==> src/rtl/bcd_para_bin_entrada_pkg.sv <==
// Shared constants for the BCD-to-binary input converter: FSM state encoding,
// digit width and the signed 16-bit range limits used for overflow/saturation.
package bcd_para_bin_entrada_pkg;

    typedef enum logic [1:0] {
        ST_IDLE  = 2'd0,
        ST_CONV  = 2'd1,
        ST_SINAL = 2'd2,
        ST_FIM   = 2'd3
    } estado_t;

    localparam int BCD_W       = 4;
    localparam int MAX_POS     = 32767;
    localparam int MAX_NEG_MAG = 32768;

    localparam logic [15:0] SAT_POS = 16'h7FFF;
    localparam logic [15:0] SAT_NEG = 16'h8000;

endpackage

==> src/rtl/bcd_para_bin_entrada_mul10_soma.sv <==
// One step of the Horner evaluation: acc*10 + digit at ACC_W bits, plus a
// flag for a non-decimal digit.
module bcd_para_bin_entrada_mul10_soma
    import bcd_para_bin_entrada_pkg::*;
#(
    parameter int ACC_W = 17
) (
    input  logic [ACC_W-1:0] acc,
    input  logic [BCD_W-1:0] digit,
    output logic [ACC_W-1:0] acc_prox,
    output logic             digit_invalido
);

    always_comb begin
        acc_prox       = (acc << 3) + (acc << 1) + ACC_W'(digit);
        digit_invalido = (digit > 4'd9);
    end

endmodule

==> src/rtl/bcd_para_bin_entrada.sv <==
// Iterative BCD (sign + magnitude) to two's-complement converter, one digit per
// clock, MSD first. Define BCD_PARA_BIN_SATURA_EN to saturate bin on overflow.
module bcd_para_bin_entrada
    import bcd_para_bin_entrada_pkg::*;
#(
    parameter int N_DIGITOS = 5,
    parameter int LARGURA   = 16,
    parameter int ACC_W     = 17
) (
    input  logic                         clk,
    input  logic                         reset,
    input  logic                         start,
    input  logic                         sinal,
    input  logic [BCD_W*N_DIGITOS-1:0]   bcd,
    output logic [LARGURA-1:0]           bin,
    output logic                         busy,
    output logic                         done,
    output logic                         erro
);

    localparam int CNT_W = (N_DIGITOS > 1) ? $clog2(N_DIGITOS) : 1;

    estado_t                      state_q, state_d;
    logic [ACC_W-1:0]             acc_q, acc_d;
    logic [CNT_W-1:0]             cnt_q, cnt_d;
    logic [BCD_W*N_DIGITOS-1:0]   bcd_q, bcd_d;
    logic                         sinal_q, sinal_d;
    logic                         inv_q, inv_d;
    logic [LARGURA-1:0]           bin_q, bin_d;
    logic                         erro_q, erro_d;

    logic [BCD_W-1:0]             digito;
    logic [ACC_W-1:0]             acc_prox;
    logic                         digit_inv;
    logic                         ovf;

    always_comb begin
        digito = '0;
        for (int i = 0; i < N_DIGITOS; i++) begin
            if (cnt_q == CNT_W'(i)) digito = bcd_q[i*BCD_W +: BCD_W];
        end
    end

    bcd_para_bin_entrada_mul10_soma #(.ACC_W(ACC_W)) u_mul10_soma (
        .acc            (acc_q),
        .digit          (digito),
        .acc_prox       (acc_prox),
        .digit_invalido (digit_inv)
    );

    // -32768 is representable, +32768 is not
    always_comb begin
        ovf = sinal_q ? (acc_q > ACC_W'(MAX_NEG_MAG)) : (acc_q > ACC_W'(MAX_POS));
    end

    always_ff @(posedge clk) begin
        if (reset) begin
            state_q <= ST_IDLE;
            acc_q   <= '0;
            cnt_q   <= '0;
            bcd_q   <= '0;
            sinal_q <= 1'b0;
            inv_q   <= 1'b0;
            bin_q   <= '0;
            erro_q  <= 1'b0;
        end else begin
            state_q <= state_d;
            acc_q   <= acc_d;
            cnt_q   <= cnt_d;
            bcd_q   <= bcd_d;
            sinal_q <= sinal_d;
            inv_q   <= inv_d;
            bin_q   <= bin_d;
            erro_q  <= erro_d;
        end
    end

    always_comb begin
        state_d = state_q;
        case (state_q)
            ST_IDLE:  if (start) state_d = ST_CONV;
            ST_CONV:  if (cnt_q == '0) state_d = ST_SINAL;
            ST_SINAL: state_d = ST_FIM;
            ST_FIM:   state_d = ST_IDLE;
            default:  state_d = ST_IDLE;
        endcase
    end

    always_comb begin
        acc_d   = acc_q;
        cnt_d   = cnt_q;
        bcd_d   = bcd_q;
        sinal_d = sinal_q;
        inv_d   = inv_q;
        bin_d   = bin_q;
        erro_d  = erro_q;
        case (state_q)
            ST_IDLE: begin
                if (start) begin
                    bcd_d   = bcd;
                    sinal_d = sinal;
                    acc_d   = '0;
                    inv_d   = 1'b0;
                    cnt_d   = CNT_W'(N_DIGITOS - 1);
                end
            end
            ST_CONV: begin
                acc_d = acc_prox;
                inv_d = inv_q | digit_inv;
                if (cnt_q != '0) cnt_d = cnt_q - CNT_W'(1);
            end
            ST_SINAL: begin
                if (!inv_q && !ovf) begin
                    bin_d  = sinal_q ? -acc_q[LARGURA-1:0] : acc_q[LARGURA-1:0];
                    erro_d = 1'b0;
                end else begin
                    erro_d = 1'b1;
`ifdef BCD_PARA_BIN_SATURA_EN
                    if (inv_q)        bin_d = '0;
                    else if (sinal_q) bin_d = LARGURA'(SAT_NEG);
                    else              bin_d = LARGURA'(SAT_POS);
`else
                    bin_d = '0;
`endif
                end
            end
            default: ;
        endcase
    end

    always_comb begin
        busy = (state_q == ST_CONV) || (state_q == ST_SINAL);
        done = (state_q == ST_FIM);
        bin  = bin_q;
        erro = erro_q;
    end

endmodule

==> config.mk <==
export PLATFORM = sky130hd
export DESIGN_NAME = bcd_para_bin_entrada
export DESIGN_NICKNAME = d
export VERILOG_FILES = /design/src/rtl/bcd_para_bin_entrada_pkg.sv /design/src/rtl/bcd_para_bin_entrada_mul10_soma.sv /design/src/rtl/bcd_para_bin_entrada.sv
export SDC_FILE = /design/constraint.sdc
export NUM_CORES = 1
export LEC_CHECK = 0
export CAP_MARGIN = 40
export CORE_MARGIN = 2
export CORE_UTILIZATION = 45
export CTS_CLUSTER_SIZE = 28
export DETAILED_ROUTE_END_ITERATION = 7
export GPL_ROUTABILITY_DRIVEN = 0
export PLACE_DENSITY = 0.7
export SKIP_LAST_GASP = 1
export SYNTH_ARGS = -nofsm -noshare
export SYNTH_HDL_FRONTEND = slang
export SYNTH_HIERARCHICAL = 1
export SYNTH_SLANG_ARGS = --single-unit
==> constraint.sdc <==
create_clock -name clk -period 3.6 [get_ports clk]
set_clock_uncertainty 0.05 [all_clocks]
set_input_delay 0.72 -clock clk [delete_from_list [all_inputs] [get_ports clk]]
set_output_delay 0.72 -clock clk [all_outputs]
set_load 0.01 [all_outputs]
-- After elaboration in Yosys (flattened, before gate mapping)
Cells that the tools add are included.
- flip-flop bits (word level): 61
- output and inout port bits: 19
- logic and storage cells: 57
- add/subtract/negate cells: 4
- order comparisons: 3
- eq/ne operators: 10
- mux-type cells: 19
- bitwise logic cells: 1
- reductions and logical operators: 12
- operator list (cell ; count):
    one-hot mux 17 bit (2 select lines) ; 1
    2-to-1 mux 16 bit ; 2
    2-to-1 mux 4 bit ; 5
    adder 17 bit ; 1
    adder 17 x 4 -> 17 bit ; 1
    > comparator 17 x 15 -> 1 bit (second input constant) ; 1
    > comparator 17 x 16 -> 1 bit (second input constant) ; 1
    2-to-1 mux 17 bit ; 1
    negation 16 bit ; 1
    one-hot mux 2 bit (4 select lines) ; 1
    == test 3 x 2 -> 1 bit (second input constant) ; 2
    2-to-1 mux 3 bit ; 2
    inequality test 2 bit (second input constant) ; 3
    one-hot mux 3 bit (2 select lines) ; 1
    AND reduction 2 bit ; 3
    == test 2 bit (second input constant) ; 2
    > comparator 4 bit (second input constant) ; 1
    2-to-1 mux 2 bit ; 2
    == test 3 x 1 -> 1 bit (second input constant) ; 1
    == test 3 bit (second input constant) ; 1
    logical NOT 3 bit ; 1
    2-to-1 mux 1 bit ; 3
    AND reduction 3 bit ; 1
    nonzero test 3 bit ; 1
    9 further kinds ; 10

-- Logic depth before layout (Yosys ltp)
Gate-level depths: netlist (run 1).
- depth in word-level cells: 9
- gate-level depth with buffers: 20

-- Modules after synthesis
The synthesis (run 1) kept the hierarchy.
- by module, submodules not included (module ; instances ; cells each ; area an instance (sq um)):
    bcd_para_bin_entrada ; 1 ; 351 ; 2889.0
    bcd_para_bin_entrada_mul10_soma ; 1 ; 105 ; 884.6

-- Worst setup path before layout (run 1)
No wires, ideal clock.
- path type: register to register
- start: reg cnt_q[0]
- end: reg acc_q[15]
- arrival time: 3512 ps
- data required time: 3422 ps
- path slack: -89 ps
- stages on the path, launching flop included: 21
- path buffers: 1
- clock period less this slack: 3689 ps
- cells stage by stage: dfxtp_1 -> inv_1 -> ha_1 -> clkbuf_1 -> and3b_1 -> a21oi_1 -> o21ai_0 -> mux2i_1 -> o21ai_0 -> inv_1 -> fa_1 -> inv_1 -> ha_1 -> a211oi_1 -> o21a_1 -> nor2_1 -> a221oi_2 -> a21oi_1 -> xor2_1 -> a22oi_1 -> nor2_1
- cells in the longest elaborated chain, start to end: 8
- elaborated cells between the ends (all ways): 12
- ends and longest elaborated chain (item ; line ; source):
    from (decl) ; bcd_para_bin_entrada.sv:25 ; logic [CNT_W-1:0] cnt_q, cnt_d;
    from (signal assigned) ; bcd_para_bin_entrada.sv:69 ; cnt_q <= cnt_d;
    logical NOT 3 bit ; bcd_para_bin_entrada.sv:40 ; if (cnt_q == CNT_W'(i)) digito = bcd_q[i*BCD_W +: BCD_W];
    2-to-1 mux 4 bit (4 in a row) ; bcd_para_bin_entrada.sv:40 ;
    2-to-1 mux 4 bit * ; bcd_para_bin_entrada.sv:40 ;
    named net digito[3] ; bcd_para_bin_entrada.sv:32 ; logic [BCD_W-1:0] digito;
    adder 17 x 4 -> 17 bit * ; bcd_para_bin_entrada_mul10_soma.sv:15 ; acc_prox = (acc << 3) + (acc << 1) + ACC_W'(digit);
    named net acc_prox[15] ; bcd_para_bin_entrada.sv:33 ; logic [ACC_W-1:0] acc_prox;
    one-hot mux 17 bit (2 select lines) * ; bcd_para_bin_entrada.sv:97 ; case (state_q)
    to (signal assigned) ; bcd_para_bin_entrada.sv:59 ; acc_q <= '0;
    to (signal assigned) ; bcd_para_bin_entrada.sv:68 ; acc_q <= acc_d;
    to (decl) ; bcd_para_bin_entrada.sv:24 ; logic [ACC_W-1:0] acc_q, acc_d;
The timed path passes the listed nets; every way through them passes the cells marked *.
A chain may end at the register's enable or synchronous reset.

-- Final worst setup path (run 1)
- start: reg cnt_q[0]
- end: reg acc_q[14]
Same word-level chain as after synthesis.

==> results of run 1 <==
==> area by class of cell <==
class	count	area share
multi-input cells	347	0.522
inverters	22	0.0184
repair buffers	61	0.121
flip-flops and latches	61	0.265
clock inverters	5	0.0127
clock buffers	11	0.0327
well taps	105	0.0284
==> path summary, 6_finish.rpt <==
kind	start	to	slack (ns)	cells past startpoint
worst min-delay path	bin[0]	bin[0]	0.41	2
worst max-delay path	cnt_q[0]	acc_q[14]	0.05	19
worst max register to register	cnt_q[0]	acc_q[14]	0.05	19
worst min register to register	bin[0]	bin[0]	0.41	2
==> logic make-up (layout without fill, tap and decap cells) <==
family | Yosys count | after routing | share of synthesized area
compound gates | 124 | 124 | 0.222
xor+xnor | 24 | 24 | 0.0557
simple gates | 150 | 150 | 0.186
mux | 7 | 7 | 0.0186
fa+ha+maj | 42 | 42 | 0.143
flops | 61 | 61 | 0.324
buf+inv | 48 | 99 | 0.0511
==> state kept, by name (all words and copies together), names as in the netlist <==
name,cells
cnt_q,3
sinal_q,1
inv_q,1
bcd_q,20
state_q,2
erro,1
acc_q,17
bin,16
==> critical path, stage by stage, from the launching register on <==
cell and delay (ns):
dfxtp_4 0.37, inv_2 0.06, ha_4 0.16, and3b_1 0.16
a21oi_1 0.15, o21ai_1 0.08, mux2i_1 0.14, o21ai_1 0.13
ha_1 0.32, ha_2 0.20, inv_2 0.06, fa_2 0.24
nor2b_4 0.05, o31a_1 0.33, o2111ai_2 0.22, nand2_2 0.09
a221oi_2 0.27, xnor2_1 0.11, a22oi_1 0.17, nor2_1 0.06
==> Yosys cell counts, drive strengths merged <==
cell and count:
inv 22, mux2i 7, o31a 1, fa 2, a21o 4, nand3 20, or3 1, o21bai 3
o21a 3, nor2 37, a22oi 17, clkbuf 24, nor3 3, or4 2, nor4 3, xor2 12
o2111ai 1, nand2 63, o31ai 17, nand2b 2, and2 3, a21oi 41, a211oi 4, ha 40
a31oi 2, o41ai 1, o32ai 1, nor3b 1, a31o 1, a221oi 5, nand4 5, xnor2 12
nor2b 3, and3b 4, and4 1, a2111oi 1, or3b 1, nand4b 1, buf 2, o21ai 21
dfxtp 61, o211a 1
==> placed cells by master, fill, tap and decap left out, types with 3 or more instances in the layout <==
cell type,count
a211oi_1,3
a21o_1,4
a21oi_1,39
a221oi_2,3
a22oi_1,17
and3b_1,4
buf_4,19
clkbuf_8,11
clkdlybuf4s50_1,41
dfxtp_1,59
ha_1,36
inv_1,19
mux2i_1,7
nand2_1,62
nand3_1,20
nand4_1,5
nor2_1,37
nor3_1,3
nor4_1,3
o21a_1,3
o21ai_0,13
o21ai_1,6
o31ai_1,16
xnor2_1,12
xor2_1,12
==> metal layers <==
metal	track usage	wire length, um	up-vias
li1	-	-	1711
met1	0.270	4210	1547
met2	0.333	4100	65
met3	0.0427	372	6
met4	0.0786	85	0
met5	0	0	-
==> report_power, final <==
part | leakage [nW] | total, mW | internal, mW | switching [mW]
combinational | 1.29 | 0.707 | 0.273 | 0.434
clock | 0.102 | 0.640 | 0.357 | 0.283
sequential | 0.496 | 0.812 | 0.743 | 0.0688
==> repair_timing <==
item                       CTS  global route
pin swaps                    2            12
resized for setup            3            20
setup buffers                0             3
setup endpoints to repair    6             9
==> flow_summary.yaml, run 1 <==
layout:
  n_antenna_cell: 0
  regArea_um2: 1230
  area_growth_pct: 22.5
  layout.nets: 568
  drive_gt1_frac: 0.128
  layoutNonFillerInstCount: 612
  multi_input_area_um2: 2410
  fillers: 771
  final_util: 0.566
  final_cell_area_um2: 4620
detailed_routing:
  wirelength_um: 8760
  wl_per_cell_um: 14.3
  drtIter0Drc: 166
  drc: 0
  vias: 3329
  dr.pass1.iters: 4
  vias_per_cell: 5.44
  drtAntennaViolNets: 0
sta:
  finalSetupViolCount: 0
  holdWs_ns: 0.406
  fmax_mhz: 282
  tightest_slew_ns: 0.716
  totalNegativeSetupSlack_ns: 0
  period_needed_ns: 3.55
  worst_slack_ns: 0.0529
  final_hold_viol_count: 0
  max-slew-margin-rel: 0.517
  final_max_slew_viol_count: 0
  period_share: 0.985
  rsz0062_at_grt: "true"
yosys:
  yosysSeqAreaShare: 0.324
  synth_area_leaders: "dfxtp_1 (32%), ha_1 (13%), nand2_1 (6.3%), a21oi_1 (5.3%), nor2_1 (3.7%)"
  syn_area_per_cell_um2: 8.28
  syn_inst: 456
  yosysUniqueCellTypes: 55
  synth_top_cell_by_area: "dfxtp_1"
  synthesis.nets: 522
  yosys_warnings: 6
  synth_top_area_share: 0.324
  synth_area_um2: 3770
  ys_ff_latch: 61
placed_design:
  place_inst: 593
  dpl_cell_area_um2: 4330
  dp_slack_ns: -0.0511
  io_buffers: 42
  dp_hpwl_um: 6430
grt:
  gr-usage-all-layers: 0.206
  grt_pass1_wl_um: 14800
  grt_start_max_net_pins: 43
  overflow: 0
  first_global_vias: 3150
  antenna_found_initial: 0
power_and_ir_drop:
  p_leak_nw: 1.89
  power_density_nw_per_um2: 467
  finalPower_mw: 2.16
  peakVddDrop_mv: 0.242
critical_path:
  arrival_ns: 3.74
  crit_fanout: 4
  critPathLaunchType: "register"
  worst-setup-path-type: "reg2reg"
  required_ns: 3.79
  critPathCaptureType: "register"
clocking:
  cts_max_level: 3
  clk_pin_slew_ns: 0.07
  cts_buffer_depth: 2
  clock_sinks: 61
  cts_tree: "yes"
  cts-buffers-inserted: 9
  clockRootBuffer: "clkbuf_8"
  worstSkewPairLatency_ns: 0.35
  hold_buffers: 0
floorplan:
  start_util: 0.462
  die-area_um2: 9130
  fp.dieH_um: 95.6
  die_w_um: 95.6
  rows: 33
  io_pins: 43
  core_area_um2: 8180
run:
  cap_violations: 0
run_status:
  status: "finished, final reports clean"
min_path:
  holdCritPathClass: "reg2reg"
Note: power is estimated with default switching activity, not from simulation.
==> inputs of run 2 (changes only) <==
MAX_ROUTING_LAYER = met4   (was unset)
==> run 2 against run 1 <==
Setup slack better by 0.0079 ns. Maximum frequency is 0.22% higher. Register-to-register slack about the same. Routed wire length grew 0.60%. Core utilization unchanged. Sequential cell count did not move. Worst hold slack is essentially flat.
==> flow_summary.yaml, run 2 (synthesis gave the netlist of run 1 again) <==
sta:
  holdWs_ns: 0.406
  max-slew-margin-rel: 0.505
  tightest_slew_ns: 0.735
  rsz0062_at_grt: "true"
  fmax_mhz: 283
  final_max_slew_viol_count: 0
  period_needed_ns: 3.54
  final_hold_viol_count: 0
  finalSetupViolCount: 0
  period_share: 0.983
critical_path:
  required_ns: 3.79
  worstRegToRegCells: 19
  critPathLaunchType: "register"
  r2r-end: "acc_q[14]"
  r2r_setup_slack_ns: 0.06
  cp.depth: 19
  arrival_ns: 3.73
  crit_path_end: "acc_q[14]"
  worstReg2RegStart: "cnt_q[0]"
  worst-setup-path-type: "reg2reg"
  critPathTopFamily: "compound AO/OA/AOI/OAI gates"
  critPathCaptureType: "register"
  crit_buf_inv: 2
  path_cells: "inv_2 > ha_4 > and3b_1 > a21oi_1 > o21ai_1 > mux2i_1 > o21ai_1 > ha_1 > ha_2 > inv_2 > fa_2 > nor2b_4 > o31a_1 > o2111ai_2 > nand2_2 > a221oi_2 > xnor2_1 > a22oi_1 > nor2_1"
  crit_fanout: 4
  slowest_delay_ns: 0.37
  cp_slowest_cell: "dfxtp_4"
  crit_path_start: "cnt_q[0]"
layout:
  largest_reg_flops: 20
  final_cell_mix: "nand2_1 (62), dfxtp_1 (59), clkdlybuf4s50_1 (41)"
  layout_commonest_cell: "nand2_1"
  regMostFlops: "bcd_q"
  n_antenna_cell: 0
  drive_gt1_frac: 0.128
  area_growth_pct: 22.5
  layout.nets: 568
detailed_routing:
  wirelength_um: 8820
  drc: 0
  drtIter0Drc: 155
  vias: 3358
  dr.pass1.iters: 4
  drtAntennaViolNets: 0
  wl_per_cell_um: 14.4
  vias_per_cell: 5.49
grt:
  antenna_found_initial: 0
  overflow: 0
  use_met1: 0.269
  grt_start_max_net_pins: 43
  grt.busiest_layer: "met2"
  grtUsageMet2: 0.333
  grt_pass1_wl_um: 14900
  first_global_vias: 3153
  use_met3: 0.0427
  gr-usage-all-layers: 0.212
power_and_ir_drop:
  pwr-share-comb: 0.329
  peakVddDrop_mv: 0.242
  finalPower_mw: 2.16
  power_density_nw_per_um2: 467
  switchingPower_mw: 0.789
  p_clk_frac: 0.295
  seqPwrFrac: 0.376
  p_sw_frac: 0.365
  p_int_mw: 1.37
  p_leak_nw: 1.89
floorplan:
  io_pins: 43
  core_area_um2: 8180
  start_util: 0.462
  die_w_um: 95.6
  die-area_um2: 9130
  rows: 33
  fp.dieH_um: 95.6
placed_design:
  dp_hpwl_um: 6430
  io_buffers: 42
min_path:
  holdCritPathClass: "reg2reg"
clocking:
  clk_pin_slew_ns: 0.07
  cts-buffers-inserted: 9
  clock_sinks: 61
  worstSkewPairLatency_ns: 0.35
  cts_max_level: 3
  cts_buffer_depth: 2
  cts_tree: "yes"
  clockRootBuffer: "clkbuf_8"
run_status:
  status: "finished, final reports clean"
run:
  cap_violations: 0
run 2: cell counts in the layout (fill, tap and decap cells not counted):
No cell type changed its count.
run 2: metal layers:
metal  vias up  routed length, um
met3        14                292
li1       1711                  -
met5         -                  0
met4         0                149
met1      1570               4320
met2        63               4060
run 2: timing repair:
action / CTS / global route
buffers inserted: 0 / 3
endpoints found under the setup margin: 6 / 9
pin swaps: 2 / 12
gates cloned: 0 / 0
resized for setup: 3 / 20
hold buffers: 0 / 0
run 2: cell type report:
cell class / count / area (um2)
well taps: 105 / 131
fillers: 771 / 3550
clock buffers: 11 / 151
inverters: 22 / 85.1
flip-flops and latches: 61 / 1230
clock inverters: 5 / 58.8
multi-input cells: 347 / 2410
repair buffers: 61 / 558
run 2: worst min-delay path by stage:
stage          startpoint   endpoint  slack, ns  cells past startpoint
2_1_floorplan    bcd_q[0]   bcd_q[0]       0.38                      2
3_3_place_gp       bin[0]     bin[0]       0.39                      2
3_5_place_dp     bcd_q[8]   bcd_q[8]       0.40                      2
4_1_cts         bcd_q[13]  bcd_q[13]       0.41                      2
5_1_grt            bin[0]     bin[0]       0.43                      2
6_report           bin[0]     bin[0]       0.41                      2
run 2: worst reg2reg max path, stage by stage (launching register included):
cell       delay, ns
dfxtp_4         0.37
inv_2           0.07
ha_4            0.16
and3b_1         0.16
a21oi_1         0.15
o21ai_1         0.08
mux2i_1         0.14
o21ai_1         0.13
ha_1            0.32
ha_2            0.20
inv_2           0.06
fa_2            0.24
nor2b_4         0.05
o31a_1          0.33
o2111ai_2       0.22
nand2_2         0.09
a221oi_2        0.27
xnor2_1         0.11
a22oi_1         0.17
nor2_1          0.06
run 2: through the flow:
stage          TNS, ns   util  instance area [um2]  std cells  worst slack [ns]
5_1_grt         -0.288  0.566                 4620        612           -0.0997
6_report             0  0.566                 4620        612            0.0607
3_5_place_dp    -0.163  0.530                 4330        593           -0.0511
4_1_cts              0  0.556                 4550        609           0.00655
2_1_floorplan        0      -                 3770        456           0.00567
3_3_place_gp         0  0.530                 4330        593            0.0591
run 2: power by group through the flow:
stage / clock network, mW / logic, mW / registers, mW
after CTS: 0.654 / 0.695 / 0.810
after global placement: 0 / 0.666 / 0.822
after floorplan: 0 / 0.507 / 0.795
after global routing: 0.679 / 0.788 / 0.823
after detailed placement: 0 / 0.690 / 0.825
final: 0.639 / 0.711 / 0.812
==> inputs of run 3 (changes only) <==
SKIP_CTS_REPAIR_TIMING = 1   (was unset)
==> run 3 against run 2 <==
First-iteration DRC count fell by 3.2%. Routed wire length rose by 0.33%. Register-to-register slack improved by 0.03 ns. Critical endpoint unchanged. Combinational power rose by 0.8%. Die area did not move. Worst hold slack barely moved. Power rose by 0.26%. Clock power barely moved. Global-route usage fell by 0.068 points. Final cell count did not move.
==> flow_summary.yaml, run 3 (synthesis gave the netlist of run 1 again) <==
run_status:
  status: "finished, final reports clean"
power_and_ir_drop:
  seqPwrFrac: 0.375
  p_int_mw: 1.38
  power_density_nw_per_um2: 466
  p_clk_frac: 0.294
  p_sw_frac: 0.364
  switchingPower_mw: 0.790
  pwr-share-comb: 0.331
  p_leak_nw: 1.89
  peakVddDrop_mv: 0.238
floorplan:
  rows: 33
  fp.dieH_um: 95.6
  start_util: 0.462
  die_w_um: 95.6
  die-area_um2: 9130
  core_area_um2: 8180
  io_pins: 43
grt:
  grt_pass1_wl_um: 14800
  antenna_found_initial: 0
  first_global_vias: 3140
  gr-usage-all-layers: 0.211
  overflow: 0
  grt_start_max_net_pins: 43
layout:
  regMostFlops: "bcd_q"
  final_cell_area_um2: 4650
  largest_reg_flops: 20
  layoutNonFillerInstCount: 612
  n_antenna_cell: 0
  layout_commonest_cell: "nand2_1"
  layout.nets: 568
  final_cell_mix: "nand2_1 (62), dfxtp_1 (59), clkdlybuf4s50_1 (41)"
  area_growth_pct: 23.2
  final_util: 0.569
  drive_gt1_frac: 0.130
critical_path:
  cpMostUsedCell: "o21ai_1"
  arrival_ns: 3.70
  path_cells: "inv_4 > ha_4 > and3b_1 > a21oi_1 > o21ai_1 > mux2i_1 > o21ai_1 > ha_1 > ha_2 > inv_2 > fa_2 > nor2b_4 > o31a_1 > o2111ai_2 > nand2_2 > a221oi_2 > xnor2_1 > a22oi_1 > nor2_1"
  critPathCaptureType: "register"
  required_ns: 3.79
  cp_slowest_cell: "dfxtp_4"
  critPathTopFamily: "compound AO/OA/AOI/OAI gates"
  worstRegToRegCells: 19
  r2r-end: "acc_q[14]"
  worst-setup-path-type: "reg2reg"
  r2r_setup_slack_ns: 0.09
  slowest_delay_ns: 0.38
  crit_path_start: "cnt_q[0]"
  crit_fanout: 4
  critPathLaunchType: "register"
  crit_buf_inv: 2
  worstReg2RegStart: "cnt_q[0]"
sta:
  tightest_slew_ns: 0.785
  period_share: 0.974
  rsz0062_at_grt: "true"
  max-slew-margin-rel: 0.471
  period_needed_ns: 3.51
  finalSetupViolCount: 0
  final_max_slew_viol_count: 0
  fmax_mhz: 285
  final_hold_viol_count: 0
  worst_slack_ns: 0.0942
min_path:
  min_to: "bin[0]"
  min-delay-start: "bin[0]"
  hold_depth: 2
  holdCritPathClass: "reg2reg"
clocking:
  clock_sinks: 61
  cts_tree: "yes"
  cts_buffer_depth: 2
  clockRootBuffer: "clkbuf_8"
  clk_pin_slew_ns: 0.07
  cts-buffers-inserted: 9
  cts_max_level: 3
  worstSkewPairLatency_ns: 0.35
detailed_routing:
  dr.pass1.iters: 4
  drtIter0Drc: 150
  wl_met2_um: 4070
  vias: 3367
  drc: 0
  wl_per_cell_um: 14.5
  wirelength_um: 8850
  top_layer_used: "met4"
  vias_per_cell: 5.50
  drtAntennaViolNets: 0
  wl_met1_um: 4300
  dr_wl_met3_um: 332
placed_design:
  place_inst: 593
  io_buffers: 42
  dp_hpwl_um: 6430
  dpl_cell_area_um2: 4330
  dp_slack_ns: -0.0511
run:
  cap_violations: 0
## run 3: power by group through the flow
stage / sequential (mW) / clock [mW] / combinational, mW
5_1_grt: 0.824 / 0.680 / 0.795
3_3_place_gp: 0.822 / 0 / 0.666
6_report: 0.814 / 0.637 / 0.717
4_1_cts: 0.809 / 0.654 / 0.693
2_1_floorplan: 0.795 / 0 / 0.507
3_5_place_dp: 0.825 / 0 / 0.690
## run 3: layer usage
layer / up-vias / GRT usage
li1: 1708 / -
met1: 1569 / 0.270
met2: 78 / 0.332
met3: 12 / 0.0419
met4: 0 / 0.0762
met5: - / -
## run 3: cell type report
class	count	area, um2
inverter	22	87.6
fill	768	3530
multi-input combinational	347	2440
clock inverter	5	58.8
clock buffer	11	151
sequential	61	1230
tap	105	131
timing repair buffer	61	558
## run 3: worst register-to-register path, stage by stage (launching register included)
cell and delay, ns:
dfxtp_4 0.38, inv_4 0.06, ha_4 0.16, and3b_1 0.16, a21oi_1 0.11, o21ai_1 0.07
mux2i_1 0.15, o21ai_1 0.13, ha_1 0.32, ha_2 0.21, inv_2 0.07, fa_2 0.24
nor2b_4 0.05, o31a_1 0.33, o2111ai_2 0.22, nand2_2 0.09, a221oi_2 0.27, xnor2_1 0.11
a22oi_1 0.17, nor2_1 0.06
## run 3: how the worst max path moves through the flow
| stage | end | slack [ns] | cells after the start |
|---|---|---|---|
| CTS | acc_q[16] | -0.09 | 19 |
| finish | acc_q[14] | 0.09 | 19 |
| detailed placement | acc_q[15] | -0.05 | 19 |
| floorplan | acc_q[15] | 0.006 | 20 |
| global placement | acc_q[15] | 0.06 | 19 |
| global route | acc_q[14] | -0.1 | 19 |
## run 3: stage by stage
stage / power (mW) / setup TNS (ns) / hold WS (ns)
after global placement: 1.49 / 0 / 0.393
final: 2.17 / 0 / 0.406
after global routing: 2.30 / -0.191 / 0.427
after detailed placement: 1.51 / -0.163 / 0.400
after floorplan: 1.30 / 0 / 0.382
after CTS: 2.16 / -0.284 / 0.411
==> RTL change 1 (flow settings as in run 3) <==
Encoding of `estado_t`: now Gray code (2 bits for 4 values).
--- a/src/rtl/bcd_para_bin_entrada_pkg.sv
+++ b/src/rtl/bcd_para_bin_entrada_pkg.sv
@@ -3,10 +3,10 @@
 package bcd_para_bin_entrada_pkg;
 
     typedef enum logic [1:0] {
-        ST_IDLE  = 2'd0,
-        ST_CONV  = 2'd1,
-        ST_SINAL = 2'd2,
-        ST_FIM   = 2'd3
+        ST_IDLE  = 2'b00,
+        ST_CONV  = 2'b01,
+        ST_SINAL = 2'b11,
+        ST_FIM   = 2'b10
     } estado_t;
 
     localparam int BCD_W       = 4;
Formal check against the unedited RTL: no difference found for any inputs over 4 cycles, from zero or initial values and one cycle with reset high; so few cycles prove little.
==> RTL change 1 against run 3 <==
Sequential share of layout area grew 1.0 points; core utilization is 1.1 points higher; count of clock-buffer cells in the layout shrank 1; worst setup slack better by 0.056 ns; wire length down 8.9%; area after synthesis shrank 5.2%; fmax grew 1.6%; via count decreased by 8.5%; sequential cell count unchanged; design area fell by 3.7%; die area down 5.0%; critical path type unchanged; critical endpoint unchanged.
Power is not compared: it rests on default switching activity, and its combinational part moved more than twofold at a synthesized area within 25%.
==> RTL change 1: results <==
group,metric,value,unit
synthesis,sequential_area_share_after_synthesis,34.1,%
final_layout,final_cells,571,
synthesis,fraction_of_the_mapped_netlist_area_in_compound_gates,22.8,%
final_layout,largest_register_ff_count,20,
cts,cts_max_path_buffers,2,
synthesis,netlist-cell-type-count,53,
final_layout,largest_register,"bcd_q",
synthesis,top_area_cell_type_share_of_the_netlist_area,34.1,%
synthesis,commonest_cells_in_the_synthesized_netlist,"72 x sky130_fd_sc_hd__nand2_1, 61 x sky130_fd_sc_hd__dfxtp_1, 36 x sky130_fd_sc_hd__a21oi_1, 35 x sky130_fd_sc_hd__ha_1, 21 x sky130_fd_sc_hd__nor2_1",
pwr,ir_drop,241,uV
synthesis,synth_top_flop_cell,"sky130_fd_sc_hd__dfxtp_1",
critical_path,worst_r2r_startpoint,"cnt_q[1]",
drt,drtPass1Iterations,4,
cts,worst_skew_pair.late_latency,0.34,ns
synthesis,synth_warnings,6,
grt,vias_in_the_first_global_route,2869,
placement,dpl.cell_count,551,
cts,cts-htree-levels,3,
status,status,"finished clean",
pwr,clock_power_share,43.2,%
drt,detailedRoute.firstIterationViolations,115,
synthesis,synth_xor_xnor_area_share,6.86,%
grt,grt_first_pass_wirelength,13400,um
placement,detailed_placement_hpwl,5870,um
drt,num_vias,3082,
final_layout,post_route_cells_drive_above_1_share,14.7,%
critical_path,cp_max_fo,3,
grt,maximum_number_of_pins_on_one_net_before_global_route_repair,23,
critical_path,path_delay_family,"compound AO/OA/AOI/OAI gates",
synthesis,muxShareOfSynthArea,1.40,%
pwr,pwr-share-seq,45.0,%
critical_path,cp-start-kind,"flip-flop",
cts,numCtsBuffers,9,
synthesis,syn_inst,413,
synthesis,synth_fa_ha_area_share,13.4,%
hold_path,min_from,"bin[11]",
placement,setup_ws_pre_cts,-0.0364,ns
critical_path,arrival,3.63,ns
sta,measured_slew_at_the_worst_slew_check_pin,0.566,ns
drt,routed_wirelength,8060,um
synthesis,mappedNetlistNets,474,
final_layout,final_nets,525,
synthesis,synth_area_leaders,"sky130_fd_sc_hd__dfxtp_1 34%, sky130_fd_sc_hd__ha_1 12%, sky130_fd_sc_hd__nand2_1 7.6%",
grt,grt_util_all_layers,19.6,%
placement,detailed_place.area,4130,sq um
critical_path,critical_path_max_stage_delay,0.50,ns
critical_path,slowest_stage,"sky130_fd_sc_hd__fa_1",
cts,cts_root_cell,"sky130_fd_sc_hd__clkbuf_8",
RTL change 1: area by class of cell:
type | instances | area, sq um
clock buffers | 10 | 138
clock inverters | 6 | 86.3
fillers | 698 | 3250
inverters | 15 | 58.8
multi-input cells | 317 | 2290
flip-flops and latches | 61 | 1230
well taps | 102 | 128
repair buffers | 60 | 556
RTL change 1: routing by layer:
metal | global-route usage, % | wire length, um | vias up
li1 | - | - | 1558
met1 | 25.2 | 3710 | 1457
met2 | 31.3 | 3930 | 57
met3 | 3.79 | 334 | 10
met4 | 5.88 | 82 | 0
met5 | - | 0 | -
RTL change 1: path summary, 6_finish.rpt:
kind                                   to  slack (ns)  cells after the start
worst max-delay path            acc_q[14]        0.15                     18
worst min-delay path              bin[11]        0.40                      2
worst max register to register  acc_q[14]        0.15                     18
worst min register to register    bin[11]        0.40                      2
==> RTL change 2 (config.mk and constraints of run 3) <==
Without the edit above. Build with the macro `BCD_PARA_BIN_SATURA_EN` defined.
--- a/src/rtl/bcd_para_bin_entrada.sv
+++ b/src/rtl/bcd_para_bin_entrada.sv
@@ -1,5 +1,7 @@
 // Iterative BCD (sign + magnitude) to two's-complement converter, one digit per
 // clock, MSD first. Define BCD_PARA_BIN_SATURA_EN to saturate bin on overflow.
+`define BCD_PARA_BIN_SATURA_EN
+
 module bcd_para_bin_entrada
     import bcd_para_bin_entrada_pkg::*;
 #(
Behaviour: not the same (a bounded check fails within 10 cycles, from zero or initial values and one cycle with reset high).
==> RTL change 2 against run 3 <==
The flow now finishes with violations (setup timing); design area grew 1.3%; power increased by 3.3%; area after synthesis grew 3.1%; via count grew 2.6%; sequential cell count did not move; worst setup slack got worse by 0.11 ns; die area up 3.0%; wire length grew 3.8%; combinational power rose by 16%; largest power group unchanged.
==> RTL change 2: results <==
group,metric,value,unit
final_layout,final_nets,570,
critical_path,slowest_stage,"sky130_fd_sc_hd__dfxtp_2",
hold_path,min_from,"bcd_q[10]",
sta,postLayoutSetupSlackWorst,-0.0128,ns
sta,setup_violations,1,
grt,grt_util_all_layers,20.1,%
synthesis,netlist-cell-type-count,58,
critical_path,cp_max_fo,7,
pwr,intPower,1.37,mW
pwr,power.sequential.total,0.835,mW
status,violated_checks,"setup timing",
critical_path,arrival,3.77,ns
placement,detailed_place.area,4430,sq um
pwr,leakagePower,1.88,nW
final_layout,final_cells,614,
drt,detailedRoute.firstIterationViolations,153,
final_layout,fillerInstances,761,
status,status,"finished, violations left",
placement,setup_ws_pre_cts,-0.154,ns
sta,final.hold.worst_slack,0.414,ns
placement,detailed_placement_hpwl,6450,um
grt,gr_layer_usage_met2,30.7,%
critical_path,critical_path.reg2reg.endpoint,"acc_q[16]",
sta,setup-tns-final,-0.0128,ns
pwr,power-per-cell-area,475,nW/um^2
RTL change 2: cell type report:
class                   instances  area [sq um]  area share (%)
multi-input cells             354          2540            54.0
repair buffers                 59           551            11.7
flip-flops and latches         61          1230            26.0
inverters                      19          76.3            1.62
clock buffers                  11           151            3.21
clock inverters                 5          33.8           0.717
well taps                     105           131            2.79
RTL change 2: worst register-to-register path, stage by stage (launching register included):
cell and delay (ns):
sky130_fd_sc_hd__dfxtp_2 0.36, sky130_fd_sc_hd__inv_4 0.05, sky130_fd_sc_hd__ha_4 0.15, sky130_fd_sc_hd__buf_6 0.12, sky130_fd_sc_hd__and3b_1 0.21, sky130_fd_sc_hd__a21oi_2 0.04
sky130_fd_sc_hd__o21ai_1 0.14, sky130_fd_sc_hd__mux2i_1 0.09, sky130_fd_sc_hd__o21ai_1 0.20, sky130_fd_sc_hd__ha_1 0.27, sky130_fd_sc_hd__ha_2 0.18, sky130_fd_sc_hd__inv_2 0.06
sky130_fd_sc_hd__fa_2 0.24, sky130_fd_sc_hd__nor2b_4 0.05, sky130_fd_sc_hd__o31a_1 0.32, sky130_fd_sc_hd__o21ai_1 0.23, sky130_fd_sc_hd__o21bai_2 0.10, sky130_fd_sc_hd__a221oi_2 0.30
sky130_fd_sc_hd__xnor2_1 0.11, sky130_fd_sc_hd__a22oi_1 0.17, sky130_fd_sc_hd__nor2_1 0.05
RTL change 2: cell families after synthesis:
kind of cell             after synthesis  share of synthesized area (%)
adder cells (fa/ha/maj)               42                           13.9
AO/OA/AOI/OAI                        138                           25.3
multiplexers                           7                           1.80
XOR/XNOR                              23                           5.18
AND/OR/NAND/NOR                      144                           17.5
flip-flops                            61                           31.4
buffers and inverters                 43                           5.02
